$ cat src/rtl/regfile_write_queue.sv
// regfile_write_queue: in-order writeback queue that drains one entry per
// cycle into the register-file write port and forwards pending data.
module regfile_write_queue #(
    parameter int DATA_W = 32,
    parameter int ADDR_W = 5,
    parameter int DEPTH  = 4
) (
    input  logic                         clk,
    input  logic                         rst,
    input  logic                         alu_valid,
    input  logic [ADDR_W-1:0]            alu_addr,
    input  logic [DATA_W-1:0]            alu_data,
    input  logic                         mem_valid,
    input  logic [ADDR_W-1:0]            mem_addr,
    input  logic [DATA_W-1:0]            mem_data,
    output logic                         in_ready,
    output logic                         rf_write,
    output logic [ADDR_W-1:0]            rf_waddr,
    output logic [DATA_W-1:0]            rf_wdata,
    input  logic [ADDR_W-1:0]            raddr1,
    input  logic [ADDR_W-1:0]            raddr2,
    output logic                         fwd1_hit,
    output logic [DATA_W-1:0]            fwd1_data,
    output logic                         fwd2_hit,
    output logic [DATA_W-1:0]            fwd2_data,
    output logic [$clog2(DEPTH+1)-1:0]   count,
    output logic                         empty
);
    localparam int PW = (DEPTH > 1) ? $clog2(DEPTH) : 1;
    localparam int CW = $clog2(DEPTH + 1);

    logic [ADDR_W-1:0] r_addr [DEPTH];
    logic [DATA_W-1:0] r_data [DEPTH];
    logic [PW-1:0]     r_head;
    logic [PW-1:0]     r_tail;
    logic [CW-1:0]     r_count;

    logic              w_pop;
    logic              w_push_mem;
    logic              w_push_alu;
    logic [1:0]        w_npush;
    logic [PW-1:0]     w_alu_slot;
    logic [PW-1:0]     w_idx;
    int                w_slack;

    // Accept rule from registered occupancy; a pop this cycle frees one slot.
    always_comb begin
        w_slack = DEPTH - int'(r_count);
        if (r_count != '0) begin
            w_slack = w_slack + 1;
        end
        in_ready   = !rst && (w_slack >= 2);
        w_pop      = (r_count != '0);
        w_push_mem = in_ready && mem_valid && (mem_addr != '0);
        w_push_alu = in_ready && alu_valid && (alu_addr != '0);
        w_npush    = {1'b0, w_push_mem} + {1'b0, w_push_alu};
        w_alu_slot = w_push_mem ? (r_tail + PW'(1)) : r_tail;
    end

    // Queue storage and pointers; mem goes in ahead of alu (older instruction).
    always_ff @(posedge clk) begin
        if (rst) begin
            r_head  <= '0;
            r_tail  <= '0;
            r_count <= '0;
            for (int i = 0; i < DEPTH; i++) begin
                r_addr[i] <= '0;
                r_data[i] <= '0;
            end
        end else begin
            if (w_push_mem) begin
                r_addr[r_tail] <= mem_addr;
                r_data[r_tail] <= mem_data;
            end
            if (w_push_alu) begin
                r_addr[w_alu_slot] <= alu_addr;
                r_data[w_alu_slot] <= alu_data;
            end
            r_tail <= r_tail + PW'(w_npush);
            if (w_pop) begin
                r_head <= r_head + PW'(1);
            end
            r_count <= r_count + CW'(w_npush) - CW'(w_pop);
        end
    end

    // Drain port: head entry whenever the queue holds anything.
    always_comb begin
        rf_write = w_pop;
        rf_waddr = w_pop ? r_addr[r_head] : '0;
        rf_wdata = w_pop ? r_data[r_head] : '0;
        count    = r_count;
        empty    = (r_count == '0);
    end

    // Forwarding: walk oldest to youngest from head so the youngest match wins.
    always_comb begin
        fwd1_hit  = 1'b0;
        fwd1_data = '0;
        fwd2_hit  = 1'b0;
        fwd2_data = '0;
        w_idx     = r_head;
        for (int k = 0; k < DEPTH; k++) begin
            w_idx = r_head + PW'(k);
            if (k < int'(r_count)) begin
                if ((raddr1 != '0) && (r_addr[w_idx] == raddr1)) begin
                    fwd1_hit  = 1'b1;
                    fwd1_data = r_data[w_idx];
                end
                if ((raddr2 != '0) && (r_addr[w_idx] == raddr2)) begin
                    fwd2_hit  = 1'b1;
                    fwd2_data = r_data[w_idx];
                end
            end
        end
    end
endmodule

$ cat config.mk
export PLATFORM = sky130hd
export DESIGN_NAME = regfile_write_queue
export DESIGN_NICKNAME = d
export VERILOG_FILES = /design/src/rtl/regfile_write_queue.sv
export SDC_FILE = /design/constraint.sdc
export NUM_CORES = 1
export LEC_CHECK = 0
export BUFFER_PORTS_ARGS = -buffer_cell sky130_fd_sc_hd__buf_2
export CAP_MARGIN = 15
export CORE_ASPECT_RATIO = 0.6
export CORE_MARGIN = 4
export CORE_UTILIZATION = 35
export CTS_CLUSTER_DIAMETER = 100
export DETAILED_ROUTE_END_ITERATION = 16
export PLACE_DENSITY_LB_ADDON = 0.15
export SETUP_SLACK_MARGIN = 0.2
export SLEW_MARGIN = 20
export SYNTH_ARGS = -nofsm -noshare
export SYNTH_HDL_FRONTEND = slang
export SYNTH_SLANG_ARGS = --single-unit
$ cat constraint.sdc
create_clock -name clk -period 5.2 [get_ports clk]
set_clock_uncertainty 0.1 [all_clocks]
set_input_delay 0 -clock clk [delete_from_list [all_inputs] [get_ports clk]]
set_output_delay 0 -clock clk [all_outputs]
set_load 0.1 [all_outputs]
==> results of run 1 <==
-- flip-flops by register name, indices dropped and copies added (netlist names), named ones only --
name and count:
r_data 128, r_addr 20, count 3, r_head 2, r_tail 2
-- critical path, delay by kind of cell (launching register included) --
kind            cells  cell delay [ns]
simple gates        2             1.23
mux                 1             0.44
compound gates      2             0.28
xor+xnor            1             0.14
buf+inv             3             1.20
flops               1             0.65
-- area by class of cell --
| class | instances | area share |
|---|---|---|
| Tap cell | 476 | 0.0351 |
| Clock inverter | 7 | 0.00546 |
| Multi-Input combinational cell | 851 | 0.444 |
| Inverter | 72 | 0.0159 |
| Clock buffer | 25 | 0.0280 |
| Sequential cell | 157 | 0.274 |
| Timing Repair Buffer | 343 | 0.198 |
-- cell families (layout without fill, tap and decap cells) --
| group | Yosys count | in the layout | synth area share |
|---|---|---|---|
| buffers and inverters | 204 | 447 | 0.0728 |
| and+or+nand+nor | 210 | 210 | 0.0821 |
| xor gates and xnor gates | 44 | 44 | 0.0296 |
| AOI/OAI and AO/OA | 426 | 426 | 0.223 |
| DFF | 157 | 157 | 0.355 |
| muxes | 162 | 162 | 0.228 |
| adders and majority gates | 9 | 9 | 0.00923 |
-- how the worst max path moves through the flow --
stage / end / slack, ns / cells past startpoint
5_1_grt: fwd2_data[30] / 0.48 / 9
3_3_place_gp: r_data[0][19] / 1.03 / 10
2_1_floorplan: count[2] / 0.27 / 17
3_5_place_dp: r_data[1][18] / 1.13 / 9
6_report: fwd2_data[30] / 0.69 / 9
4_1_cts: fwd2_data[30] / 0.73 / 9
-- power by group through the flow --
stage / Sequential [mW] / Combinational (mW) / Clock [mW]
final: 2.25 / 7.59 / 1.25
after global routing: 2.30 / 7.96 / 1.31
after CTS: 2.24 / 7.57 / 1.25
after detailed placement: 2.26 / 7.43 / 0
after global placement: 2.24 / 7.40 / 0
after floorplan: 2.06 / 5.73 / 0
-- per-stage QoR --
step	setup WS (ns)	instance area (µm²)	power [mW]	std cells
floorplan	0.274	13000	7.79	1212
global placement	1.03	15300	9.64	1787
detailed placement	1.13	15300	9.69	1787
CTS	0.726	17000	11.1	1931
global route	0.476	17000	11.6	1931
finish	0.695	17000	11.1	1931
-- placed cells by master (no fill, tap or decap), types with 15 or more instances in the layout --
master	n
nand2_1	51
o22ai_1	46
a31oi_1	15
a22oi_1	30
buf_12	66
mux2_2	23
a22o_1	111
buf_4	35
mux4_2	105
mux2i_1	34
inv_1	69
a21oi_1	55
nor2_1	33
nand3_1	43
xnor2_1	36
o21ai_0	123
clkbuf_16	17
a311oi_1	17
and2_1	38
buf_2	130
edfxtp_1	148
dlygate4sd3_1	112
-- metal layers --
layer,track usage,share of wire,up-vias
met5,0,0,-
met2,0.387,0.46,634
met4,0.0750,0.021,0
met3,0.0416,0.084,67
li1,-,-,5238
met1,0.340,0.43,6029
==> results by group, run 1 <==
Critical path
  • CP Class: reg2out
  • CP Launch Type: flop
  • Crit path max fanout: 49
  • R2R setup slack: around 0.8 ns
  • Critical path's slowest cell: or4_2
  • Crit end category: primary output
  • CP required: between 5 and 6 ns
  • CP startpoint: r_head[1]
  • Crit-path cells: clkinv_1 -> mux2_2 -> xor2_1 -> nand2_1 -> or4_2 -> buf_4 -> o21ai_0 -> o22ai_1 -> buf_12
  • R2R depth: 12
  • Crit-path max cell delay: 1.17 ns
  • R2r endpoint: r_data[0][18]
  • RR Startpoint: count[2]
  • Data arrival, critical path: ~4.4 ns

Power
  • Pint: 5.09 mW
  • Leak pwr: around 6.4 nW
  • Clock power share: 0.112
  • Pwr dens: 654 mW/mm²
  • Sw frac: 0.541
  • Switching power: 5.99 mW
  • Comb pwr share: 0.685
  • Flop pwr share: 0.203
  • Max VDD drop: about 450 µV

Route
  • Post-route ant nets: 0
  • Vias: 12000
  • Vias per cell: about 6.2
  • Residual DRC count: 0
  • Routed len/inst: ~26 µm
  • DRT Pass-1 Iters: 5
  • Routed wire length: 50.0 mm
  • 1st-iter DRT viols: roughly 1200

Yosys
  • Syn nets: about 1300
  • Mapped Cells: around 1200
  • Most common cell in the netlist: edfxtp_1
  • #FFs+latches synth: about 160
  • Mapped cell area: 0.0130 mm²
  • Asr flop ratio synth: 0
  • Leading post-synthesis cells by cell area: edfxtp_1 34%, mux4_2 18%, a22o_1 7.5%
  • Post-synth EDFFs: approximately 150
  • Ys flop type: edfxtp_1
  • Synth area leader: edfxtp_1
  • Commonest cells post-synth: 148 x edfxtp_1, 123 x o21ai_0, 111 x a22o_1, 105 x mux4_2, 70 x inv_1
  • Sequential area share after synthesis: 0.355
  • Warnings, synthesis: 0
  • Avg Synthesized Cell Area: between 10 and 15 µm²
  • Unique masters post-synth: 55
  • Post-synth top area share: 0.341

GRT
  • Total track usage: 0.242
  • Vias in the first global route: around 12000
  • Overflow after GRT: 0
  • Largest net degree at the start of global routing: 66
  • Initial antenna violation count: 0
  • First-pass GRT wire length: approximately 74 mm

Floorplanning
  • Core box area: 0.0365 mm²
  • Die Y-Extent: approximately 160 µm
  • Die area: 0.0404 mm²
  • Io pins: 197
  • Row count: 54
  • Die width: ~260 µm
  • Initial Util: 0.357

Clock network
  • Post-CTS Setup Repair Bufs: 0
  • Clock H-tree levels: 4
  • Resized Gates After CTS: 0
  • Clk slew on worst S/H paths: roughly 0.060 ns
  • CTS Buf Count: 17
  • Worst skew pair latency: about 0.44 ns
  • CTS max path bufs: 2
  • CTS Hold Bufs: 112
  • Root Buffer: clkbuf_16
  • Clock sink total: between 150 and 200
  • CTS tree: yes

Timing
  • Min Hold Slack: around 0.30 ns
  • Final Cycle Share: 0.866
  • Unrepaired setup endpoints after global routing: no
  • Fin Setup TNS: 0 ns
  • Final Setup Violations: 0
  • Final Hold Violating Endpoints: 0
  • Worst-margin pin slew: between 1 and 1.5 ns
  • Relative slew slack: 0.289
  • Tmin final: approximately 4.5 ns
  • Max frequency: 222 MHz
  • Pins Over Slew Limit: 0

Job
  • Max-capacitance violation count: 0

Place
  • Routability cong.: around 0.86
  • DP Wirelength: around 32 mm
  • I/O Buffers: about 200

Cells and area
  • Final core occ: 0.465
  • Final #Nets: ~1500
  • P&R area growth vs syn: 30.2%
  • Multi-input gate area: about 0.0075 mm²
  • Share of post-route cells with drive strength above 1: 0.292
  • Fill count: ~3400
  • Inserted Diodes: 0
  • Reg area: between 0.004 and 0.005 mm²

Run status
  • Status: complete, no violations

Worst hold path
  • Hold WC Path Type: in2reg
  • Worst Hold Launch: alu_valid
  • Hold EP: r_addr[3][4]
  • Hold Path Stages: 5
No activity file was read; power rests on OpenSTA's default activity.
==> inputs of run 2 (changes only) <==
- CORE_MARGIN: 4 -> 3
- CTS_BUF_LIST: default -> sky130_fd_sc_hd__clkbuf_8
- SLEW_MARGIN: 20 -> default
==> results by group, run 2 (synthesis results as in run 1) <==
Clock network
  • Clock sink total: 157 (unchanged)
  • CTS tree: yes
  • Clk slew on worst S/H paths: 0.09 ns (+0.03 ns)
  • CTS Buf Count: 17 (unchanged)
  • Clock H-tree levels: 4 (unchanged)
  • Resized Gates After CTS: 0 (unchanged)
  • Worst skew pair latency: 0.48 ns (+0.04 ns)
  • CTS max path bufs: 2 (unchanged)
  • Root Buffer: clkbuf_8

Critical path
  • CP Launch Type: flop
  • CP required: 5.10 ns (about the same)
  • Data arrival, critical path: 4.39 ns (-0.02 ns)
  • Crit path max fanout: 44 (-10%)
  • Crit end category: primary output
  • CP Class: reg2out

Cells and area
  • Finished Cell Area: 0.0168 mm² (-1.0%)
  • Most frequent cells in the layout: 148 x edfxtp_1, 130 x buf_2, 123 x o21ai_0
  • Fill count: 3447 (+1.7%)
  • Largest register by flop count: r_data
  • Final #Nets: 1540 (+0.065%)
  • Inserted Diodes: 0 (unchanged)
  • Layout Cells excl Fill: 1932 (+0.052%)
  • Share of post-route cells with drive strength above 1: 0.295 (+0.00255)
  • Most common cell after layout, fill and taps aside: edfxtp_1
  • P&R area growth vs syn: 28.9%
  • Max reg flops: 128 (unchanged)

Place
  • Routability cong.: 0.881 (+2.0%)
  • Placed cell areas: 0.0153 mm² (+0.11%)
  • I/O Buffers: 196 (unchanged)
  • Cells after DPL: 1788 (+0.056%)
  • DP Wirelength: 31.6 mm (-2.1%)

Route
  • Routed len/inst: 25.4 µm (-1.7%)
  • 1st-iter DRT viols: 1164 (-6.3%)
  • Vias per cell: 6.17 (-0.53%)
  • DRT Pass-1 Iters: 8 (+3)
  • Residual DRC count: 0 (unchanged)
  • Routed wire length: 49.1 mm (-1.7%)
  • Post-route ant nets: 0 (unchanged)
  • Vias: 11900 (-0.48%)

Power
  • Max VDD drop: 464 µV (+4.0%)
  • Comb pwr share: 0.704 (+0.019)
  • Sw frac: 0.555 (+0.0145)
  • Clock power share: 0.086 (-0.026)
  • Tot Pwr: 10.7 mW (-3.0%)
  • Pint: 4.78 mW (-6.1%)
  • Pwr dens: 640 mW/mm² (-2.0%)
  • Flop pwr share: 0.210 (+0.007)
  • Switching power: 5.97 mW (-0.40%)
  • Leak pwr: 6.31 nW (-1.4%)

Timing
  • Fin Setup TNS: 0 ns (unchanged)
  • Tmin final: 4.49 ns (-0.0107 ns)
  • Worst-margin pin slew: 1.13 ns (+0.0703 ns)
  • Pins Over Slew Limit: 0 (unchanged)
  • Min Hold Slack: 0.293 ns (-0.00808 ns)
  • Relative slew slack: 0.242 (-0.0469)
  • Unrepaired setup endpoints after global routing: no
  • Final Cycle Share: 0.864 (-0.00206)
  • Final Setup Violations: 0 (unchanged)
  • Final Hold Violating Endpoints: 0 (unchanged)
  • Max frequency: 222 MHz (+0.24%)

Job
  • Max-capacitance violation count: 0 (unchanged)

Floorplanning
  • Row count: 54 (unchanged)
  • Io pins: 197 (unchanged)
  • Initial Util: 0.357 (unchanged)
  • Die area: 0.0396 mm² (-2.0%)
  • Die width: 255 µm (-0.78%)
  • Core box area: 0.0365 mm² (unchanged)
  • Die Y-Extent: 155 µm (-1.3%)

GRT
  • Initial antenna violation count: 1 (+1)
  • Largest net degree at the start of global routing: 75 (+14%)
  • Vias in the first global route: 11900 (+0.32%)
  • First-pass GRT wire length: 74.0 mm (-0.48%)
  • Total track usage: 0.249 (+0.00645)
  • Overflow after GRT: 0 (unchanged)

Worst hold path
  • Hold WC Path Type: in2reg

Run status
  • Status: complete, no violations
run 2: changes by cell type in the layout (fill, tap and decap cells not counted), sizes merged:
cell,change
clkbuf,-8
clkinvlp,+3
clkinv,+5
buf,+1
run 2: timing repair:
item / 4_1_cts / 5_1_grt
buffers inserted: 0 / 0
hold buffers: 112 / 0
endpoints found under the hold margin: 157 / 0
run 2: layer usage:
| metal | GRT usage | up-vias | wire [µm] |
|---|---|---|---|
| met5 | 0 | - | 13 |
| met4 | 0.0895 | 2 | 1330 |
| met3 | 0.0535 | 97 | 4340 |
| met2 | 0.378 | 617 | 22100 |
| met1 | 0.350 | 5951 | 21300 |
| li1 | - | 5244 | - |
run 2: layout make-up:
class,count,area (µm²),area share
sequential,157,4640,0.276
timing repair buffer,344,3380,0.201
multi-input combinational,851,7520,0.448
inverter,72,270,0.0161
clock buffer,17,234,0.0139
tap,476,596,0.0355
clock inverter,15,149,0.00887
run 2: final timing paths:
kind	from	endpoint	slack, ns	depth (start not counted)
setup / recovery	r_head[1]	fwd2_data[19]	0.71	9
hold / removal	alu_data[4]	r_data[1][4]	0.29	3
setup reg to reg	count[0]	r_data[0][12]	1.02	13
hold reg to reg	r_head[1]	r_head[1]	0.61	2
run 2: power by group through the flow:
stage                     Clock (mW)  Combinational [mW]  Sequential (mW)
final                          0.923                7.57             2.26
after floorplan                    0                5.73             2.06
after detailed placement           0                7.39             2.28
after global routing           0.985                7.97             2.32
after CTS                      0.934                7.55             2.25
after global placement             0                7.39             2.25
run 2: worst max-delay path, stage by stage, from the launching register on:
cell and delay [ns]:
dfxtp_4 0.54, buf_4 0.56, mux4_2 0.44, xnor2_1 0.15, nand4_1 0.20, nor4bb_4 1.02
buf_4 0.34, a311oi_1 0.07, o22ai_1 0.31, buf_12 0.22
run 2: metrics by stage:
step / setup slack [ns] / utilization
final: 0.705 / 0.460
after global routing: 0.405 / 0.460
after CTS: 0.649 / 0.460
after detailed placement: 1.14 / 0.419
after global placement: 1.23 / 0.419
after floorplan: 0.274 / -
